File: config.mk
export PLATFORM = sky130hd
export DESIGN_NAME = fc_result_streamer_flat
export DESIGN_NICKNAME = d
export VERILOG_FILES = /design/src/rtl/fc_result_streamer_if.sv /design/src/rtl/fc_result_streamer.sv /design/src/flat_wrapper.sv
export SDC_FILE = /design/constraint.sdc
export NUM_CORES = 2
export LEC_CHECK = 0
export BUFFER_PORTS_ARGS = -buffer_cell sky130_fd_sc_hd__buf_2
export CAP_MARGIN = 40
export CORE_AREA = 2 2 412 414
export DETAILED_ROUTE_END_ITERATION = 12
export DIE_AREA = 0 0 414 416
export GPL_ROUTABILITY_DRIVEN = 0
export PLACE_DENSITY = 0.57
export SKIP_CTS_REPAIR_TIMING = 1
export SLEW_MARGIN = 10
export SYNTH_ARGS = -nofsm -noshare
export SYNTH_HDL_FRONTEND = slang
export SYNTH_SLANG_ARGS = --single-unit
File: constraint.sdc
create_clock -name clk -period 4.6 [get_ports clk]
set_clock_uncertainty 0.05 [all_clocks]
set_input_delay 0.92 -clock clk [delete_from_list [all_inputs] [get_ports clk]]
set_output_delay 0.92 -clock clk [all_outputs]
set_load 0.05 [all_outputs]
File: src/rtl/fc_result_streamer_if.sv
// ---------------------------------------------------------------------------
// Module  : fc_result_streamer_if
// Brief   : Element stream bus (valid/ready) leaving the FC result streamer.
// Rev     : 1.0  initial release
// ---------------------------------------------------------------------------
`default_nettype none

interface fc_result_streamer_if #(
  parameter int BIT = 8,
  parameter int IW  = 8
);
  logic           out_valid;
  logic           out_ready;
  logic [BIT-1:0] out_data;
  logic [IW-1:0]  out_index;
  logic           out_last;

  // Streamer side: drives the beat, samples ready
  modport master (
    output out_valid,
    output out_data,
    output out_index,
    output out_last,
    input  out_ready
  );

  // Next-layer side: consumes the beat, drives ready
  modport slave (
    input  out_valid,
    input  out_data,
    input  out_index,
    input  out_last,
    output out_ready
  );
endinterface

`default_nettype wire

File: src/rtl/fc_result_streamer.sv
// ---------------------------------------------------------------------------
// Module  : fc_result_streamer
// Brief   : Captures the packed FC ReLU result vector on the done edge, streams
//           it one element per beat and tracks argmax / max_value on the fly.
// Rev     : 1.0  initial release
// ---------------------------------------------------------------------------
`default_nettype none

module fc_result_streamer #(
  parameter int BIT = 8,
  parameter int N   = 128,
  parameter int IW  = 8
) (
  input  logic                 clk,
  input  logic                 iRst_n,
  input  logic                 ena,
  input  logic                 fc_done,
  input  logic                 fc_overflow,
  input  logic [N*BIT-1:0]     data_from_fc,
  fc_result_streamer_if.master strm,
  output logic [IW-1:0]        argmax,
  output logic [BIT-1:0]       max_value,
  output logic                 result_valid,
  output logic                 overflow,
  output logic                 busy
);

  localparam logic [1:0]    c_IDLE     = 2'd0;
  localparam logic [1:0]    c_STREAM   = 2'd1;
  localparam logic [1:0]    c_DONE     = 2'd2;
  localparam logic [IW-1:0] c_LAST_IDX = IW'(N - 1);
  localparam int            c_BW       = $clog2(N * BIT);

  logic [1:0]       r_state;
  logic [1:0]       w_state_nxt;
  logic             r_done_d;
  logic [N*BIT-1:0] r_cap;
  logic [IW-1:0]    r_index;
  logic [IW-1:0]    r_argmax;
  logic [BIT-1:0]   r_max;
  logic             r_result_valid;
  logic             r_overflow;
  logic             r_busy;

  logic             w_start;
  logic             w_load;
  logic             w_valid;
  logic             w_last;
  logic             w_at_last;
  logic             w_xfer;
  logic [c_BW-1:0]  w_base;
  logic [BIT-1:0]   w_cur;

  // Rising edge of the level done; a run in progress never re-captures.
  assign w_start   = fc_done & ~r_done_d;
  assign w_load    = w_start & (r_state != c_STREAM);
  assign w_at_last = (r_index == c_LAST_IDX);
  assign w_xfer    = w_valid & strm.out_ready;
  assign w_base    = c_BW'(r_index) * c_BW'(BIT);
  assign w_cur     = r_cap[w_base +: BIT];

  // State register; ena low freezes the FSM.
  always_ff @(posedge clk) begin
    if (!iRst_n) begin
      r_state <= c_IDLE;
    end else if (ena) begin
      r_state <= w_state_nxt;
    end
  end

  // Next-state: idle/done wait for a start edge, stream ends on the last accepted beat.
  always_comb begin
    w_state_nxt = r_state;
    case (r_state)
      c_IDLE, c_DONE: if (w_start) w_state_nxt = c_STREAM;
      c_STREAM:       if (w_xfer && w_at_last) w_state_nxt = c_DONE;
      default:        w_state_nxt = c_IDLE;
    endcase
  end

  // Beat qualifiers; valid is masked by ena so a frozen block never transfers.
  always_comb begin
    w_valid = 1'b0;
    w_last  = 1'b0;
    if (r_state == c_STREAM) begin
      w_valid = ena;
      w_last  = w_at_last;
    end
  end

  // Capture, index walk and running argmax (strict > keeps the lowest index on ties).
  always_ff @(posedge clk) begin
    if (!iRst_n) begin
      r_done_d       <= 1'b0;
      r_cap          <= '0;
      r_index        <= '0;
      r_argmax       <= '0;
      r_max          <= '0;
      r_result_valid <= 1'b0;
      r_overflow     <= 1'b0;
      r_busy         <= 1'b0;
    end else if (ena) begin
      r_done_d <= fc_done;
      if (w_load) begin
        r_cap          <= data_from_fc;
        r_overflow     <= fc_overflow;
        r_index        <= '0;
        r_argmax       <= '0;
        r_max          <= '0;
        r_result_valid <= 1'b0;
        r_busy         <= 1'b1;
      end else if (w_xfer) begin
        if (w_cur > r_max) begin
          r_argmax <= r_index;
          r_max    <= w_cur;
        end
        if (w_at_last) begin
          r_result_valid <= 1'b1;
          r_busy         <= 1'b0;
        end else begin
          r_index <= r_index + 1'b1;
        end
      end
    end
  end

  assign strm.out_valid = w_valid;
  assign strm.out_last  = w_last;
  assign strm.out_data  = w_cur;
  assign strm.out_index = r_index;
  assign argmax         = r_argmax;
  assign max_value      = r_max;
  assign result_valid   = r_result_valid;
  assign overflow       = r_overflow;
  assign busy           = r_busy;

endmodule

`default_nettype wire
File: src/flat_wrapper.sv
// flat-port wrapper written by rule: the top's interface ports become plain ports
module fc_result_streamer_flat 
#(
  parameter int BIT = 8,
  parameter int N   = 128,
  parameter int IW  = 8
)
  (clk, iRst_n, ena, fc_done, fc_overflow, data_from_fc, argmax, max_value, result_valid, overflow, busy, strm_out_valid, strm_out_data, strm_out_index, strm_out_last, strm_out_ready);
  fc_result_streamer_if #(.BIT(BIT), .IW(IW)) strm_i ();
  input  logic clk;
  input  logic iRst_n;
  input  logic ena;
  input  logic fc_done;
  input  logic fc_overflow;
  input  logic [N*BIT-1:0] data_from_fc;
  output logic [IW-1:0] argmax;
  output logic [BIT-1:0] max_value;
  output logic result_valid;
  output logic overflow;
  output logic busy;
  output wire logic [$bits(strm_i.out_valid)-1:0] strm_out_valid;
  output wire logic [$bits(strm_i.out_data)-1:0] strm_out_data;
  output wire logic [$bits(strm_i.out_index)-1:0] strm_out_index;
  output wire logic [$bits(strm_i.out_last)-1:0] strm_out_last;
  input wire logic [$bits(strm_i.out_ready)-1:0] strm_out_ready;
  assign strm_out_valid = strm_i.out_valid;
  assign strm_out_data = strm_i.out_data;
  assign strm_out_index = strm_i.out_index;
  assign strm_out_last = strm_i.out_last;
  assign strm_i.out_ready = strm_out_ready;
  fc_result_streamer #(.BIT(BIT), .N(N), .IW(IW)) u_core (.clk(clk), .iRst_n(iRst_n), .ena(ena), .fc_done(fc_done), .fc_overflow(fc_overflow), .data_from_fc(data_from_fc), .strm(strm_i), .argmax(argmax), .max_value(max_value), .result_valid(result_valid), .overflow(overflow), .busy(busy));
endmodule
Word level (Yosys, flattened, before mapping):

Cells that the tools add are included.

* flip-flop bits (word level): 1054
* input bits: 1030

* bitwise logic cells: 4
* equality and inequality tests: 7
* magnitude comparators: 1
* shift operators: 1
* add/sub/neg operators: 1
* mux-type cells: 20
* reductions and logical operators: 11

Operators by type and width (count)
* $shiftx 1024x11->8: 1
* $mux 8: 9
* $reduce_and 3->1: 4
* $add 8x1->8 const B: 1
* $eq 8x7->1 const B: 1
* $gt 8x8->1: 1
* $mux 1: 8
* $ne 2x1->1 const B: 4
* $reduce_bool 2->1: 3
* $mux 2: 2
* $pmux 2 s2: 1
* $and 1x1->1: 3
* $eq 2x1->1 const B: 1
* $eq 2x2->1 const B: 1
* $logic_not 2->1: 1
* $reduce_and 2->1: 1
* $reduce_or 2->1: 1
* $logic_and 1x1->1: 1
* $not 1->1: 1

Longest topological paths before layout:

* depth in word-level cells: 6
* gate-level depth with buffers: 18

Worst setup path before layout:

No wires, ideal clock.

* path kind: reg-to-reg
* start point: register u_core.r_index[1], in the netlist u_core.strm.out_index[1]
* end point: register u_core.r_max[1], in the netlist u_core.max_value[1]
* cell stages (with the launch flop): 18
* slack: -0.054 ns
* setup time: 0.117 ns
* buffers on the path: 6
* data required time: 4.433 ns
* arrival: 4.487 ns
* cell sequence: dfxtp_1 -> buf_2 -> buf_6 -> buf_2 -> buf_4 -> buf_4 -> mux4_2 -> mux2i_1 -> o211ai_1 -> o32a_1 -> ha_1 -> nand4_1 -> or3b_2 -> a21oi_1 -> or2_2 -> clkbuf_1 -> nor2_1 -> a22o_1

* cells in the longest elaborated chain, start to end: 4
* elaborated cells between the ends (all ways): 7
* those cells by class: 1 x order compare; 1 x shift; 3 x mux; 2 x reduce/logical

RTL lines
* from (decl): RTL line fc_result_streamer.sv:38 `logic [IW-1:0] r_index;`
* from (signal assigned): RTL line fc_result_streamer.sv:121 `r_index <= r_index + 1'b1;`
* $shiftx 1024x11->8: RTL line fc_result_streamer.sv:60 `assign w_cur = r_cap[w_base +: BIT];`
* net strm_out_data[7]: RTL line flat_wrapper.sv:22 `output wire logic [$bits(strm_i.out_data)-1:0] strm_out_data;`
* $gt 8x8->1: RTL line fc_result_streamer.sv:113 `if (w_cur > r_max) begin`
* $reduce_bool 2->1 (no line)
* $reduce_and 3->1 (no line)
* to (signal assigned): RTL line fc_result_streamer.sv:115 `r_max <= w_cur;`
* to (decl): RTL line fc_result_streamer.sv:40 `logic [BIT-1:0] r_max;`

The timed path passes the listed nets, and every way through them passes these cells. The select of a mux whose other input is x is not followed.
A chain may end at the register's enable or synchronous reset.

Final worst setup path:

* start point: register u_core.r_index[0], in the netlist u_core.strm.out_index[0]
* end point: output strm_out_data[2]

* cells in the longest elaborated chain, start to end: 1

RTL lines (RTL line)
* $shiftx 1024x11->8: fc_result_streamer.sv:60
* to (decl): flat_wrapper.sv:22

No other way between the ends.

==> metrics <==
status complete, no violations; Max-Cap Viols 0; initial antenna violation count 55; Die ar. 172000 sq um; proportion of layout cells with a drive suffix above 1 27.3%; HP Class in2reg; CP startpoint kind flop; Initial Util 28.0%; worst endpoint required time 3.63 ns; via count 42500; Max FO, Critical Path 15; IO buf count 1066; final WL 205000 microns; sequential element share of the synthesized area 44.8%; Clk Latency, worst-skew pair 0.74 ns; Peak VDD IR 0.302 mV; Slew headroom 18.7%; drc violations 0; Register-to-Register Path Depth 15; GR Util All Layers 22.8%; CP Capture Type output pin; largest net degree at the start of global routing 234; IO Pins 1067; critical path class reg2out; DP Area 55900 sq um; fin util 35.9%; area delta synth->final 28.1%; root buf cell clkbuf_16; Synth Flop Type dfxtp_1; Tmin final 4.49 ns; core area 168000 sq um; vias in the first global route 42000; DR WL/cell 23.5 microns; Hold Fails Final Rpt 0; crit path launch u_core.strm.out_index[0]$_SDFFE_PN0P_; CTS tree yes; Routed Antenna Nets 0; synthesized flop and latch total 1054; period utilization 97.7%; worst-margin pin slew 1.22 ns; P per Cell Area 366 nW/um^2; GR Overflow Total 0; syn avg cell area 8.76 sq um; Pre-antenna DRT Iters 6; reg2reg start u_core.strm.out_index[0]$_SDFFE_PN0P_; nets@finish 7418; Post-Layout Inst Area 60400 sq um; pre-CTS setup slack -0.239 ns; Synth Instances 5380; DP Wirelength 160000 microns; RSZ-0062 raised after global routing yes; Max Fclk 223 MHz; Syn. warnings 0; crit path DAT 3.52 ns; Netlist cell types 47; maximum clock insertion buffer count 3; post-route setup slack 0.108 ns; Post-synth EDFFs 0; asr flop ratio synth 0%; clock sink count 1054; Mapped Area 47100 sq um; net count after synthesis 6419; first-pass GRT wire length 287000 microns; Reg-to-Reg End u_core.max_value[1]$_SDFFE_PN0P_; die width 414 microns; crit path to strm_out_data[2]; Die Y 416 microns; Num CTS Buffers 117; Via density 4.88; Slew Limit Fails 0; FP Rows 151; DR iter-0 viols 3211; # H-tree levels 3; r2r setup slk 0.28 ns; post-layout power 22.1 mW; final setup vio count 0; Worst-path clk slew 0.07 ns; Pleak 22.5 nW
worst max-delay path: stages (launching register included):
cell      delay, ns
dfxtp_4        0.43
buf_12         0.18
or3b_2         0.49
buf_4          0.20
o221ai_1       0.20
a21oi_1        0.06
buf_4          0.17
a221oi_1       0.28
buf_4          0.22
o32a_1         0.19
buf_4          0.19
buf_12         0.15
placed cells by master, fill, tap and decap left out, types with 10 or more instances in the layout:
master and n:
clkinv_2 20, mux4_2 176, buf_2 1057, clkbuf_16 118, a22oi_1 53, nor2_1 23
nand2_1 2118, clkbuf_1 21, clkbuf_8 27, buf_12 54, nand3_1 13, a21oi_1 46
dfxtp_1 1049, mux2_2 16, a22o_1 11, o221ai_1 10, buf_4 211, inv_1 11
mux2i_1 187, o211ai_1 10, diode_2 28, a21boi_0 1035, a31oi_1 29
routing by layer:
metal	global-route usage [%]	share of wire [%]
met4	11.8	5.4
met1	27.3	41
met3	3.79	4.8
met5	0	0.079
met2	39.1	49
power by group:
part	switching, mW	leakage, nW	internal (mW)	total, mW
registers	0.262	8.59	9.55	9.81
logic	1.48	11.9	1.13	2.61
clock network	4.03	1.96	5.63	9.66
worst min path at each step:
stage / from / endpoint / slack (ns) / cells after the start
floorplan: u_core.r_cap[978]$_SDFFE_PN0P_ / u_core.r_cap[978]$_SDFFE_PN0P_ / 0.39 / 2
global placement: u_core.r_cap[656]$_SDFFE_PN0P_ / u_core.r_cap[656]$_SDFFE_PN0P_ / 0.40 / 2
detailed placement: u_core.result_valid$_SDFFE_PN0P_ / u_core.result_valid$_SDFFE_PN0P_ / 0.40 / 2
CTS: fc_overflow / u_core.overflow$_SDFFE_PN0P_ / 0.30 / 3
global route: data_from_fc[525] / u_core.r_cap[525]$_SDFFE_PN0P_ / 0.33 / 3
finish: fc_overflow / u_core.overflow$_SDFFE_PN0P_ / 0.38 / 3
sequential cells by signal, summed over array words and instances, names as in the netlist:
| name | count |
|---|---|
| u_core.r_cap | 1024 |
| u_core.argmax | 8 |
| u_core.max_value | 8 |
| u_core.strm.out_index | 8 |
| u_core.r_state | 2 |
| u_core.busy | 1 |
| u_core.overflow | 1 |
| u_core.r_done_d | 1 |
| u_core.result_valid | 1 |
cells by family after synthesis:
kind of cell,synth area share (%)
XOR/XNOR,0.0929
AND/OR/NAND/NOR,17.8
multiplexers,12.9
AO/OA/AOI/OAI,19.9
buffers and inverters,4.26
flip-flops,44.8
adder cells (fa/ha/maj),0.239
cell usage after synthesis, types with 3 or more instances:
master	number	area [sq um]
buf_4	19	143
a21oi_1	49	245
a22oi_1	59	443
a22o_1	12	105
a21boi_0	1035	7770
buf_6	18	203
o21ai_0	10	50.1
o22a_1	8	70.1
mux4_2	176	3960
inv_1	12	45.0
ha_1	9	113
buf_1	24	90.1
o221ai_1	16	140
mux2_2	16	180
nor2_1	23	86.3
nand3b_1	5	37.5
clkbuf_1	352	1320
or3b_2	3	26.3
dfxtp_1	1054	21100
buf_2	38	190
nand4_1	5	31.3
o211ai_1	10	75.1
a31oi_1	32	200
mux2i_1	194	1940
a221oi_1	11	96.3
xor2_1	3	26.3
nand3_1	15	75.1
o32a_1	7	70.1
a211oi_1	11	82.6
nand2_1	2118	7950
and2_1	5	31.3
nor2b_1	11	68.8
final cells by class:
type / count / area (sq um)
Fill cell: 17400 / 108000
Multi-Input combinational cell: 3862 / 24300
Sequential cell: 1054 / 21100
Timing Repair Buffer: 1332 / 8150
Clock buffer: 165 / 3380
Tap cell: 2218 / 2780
Clock inverter: 46 / 571
Antenna cell: 28 / 70.1
Inverter: 12 / 45.0
stage by stage:
step	cells	setup TNS, ns	hold WS, ns
final	8717	0	0.379
after global placement	8451	-1.54	0.397
after detailed placement	8453	-2.00	0.403
after CTS	8664	-4.16	0.300
after floorplan	5380	0	0.390
after global routing	8714	-0.0213	0.328
(Power assumes the default switching activity.)
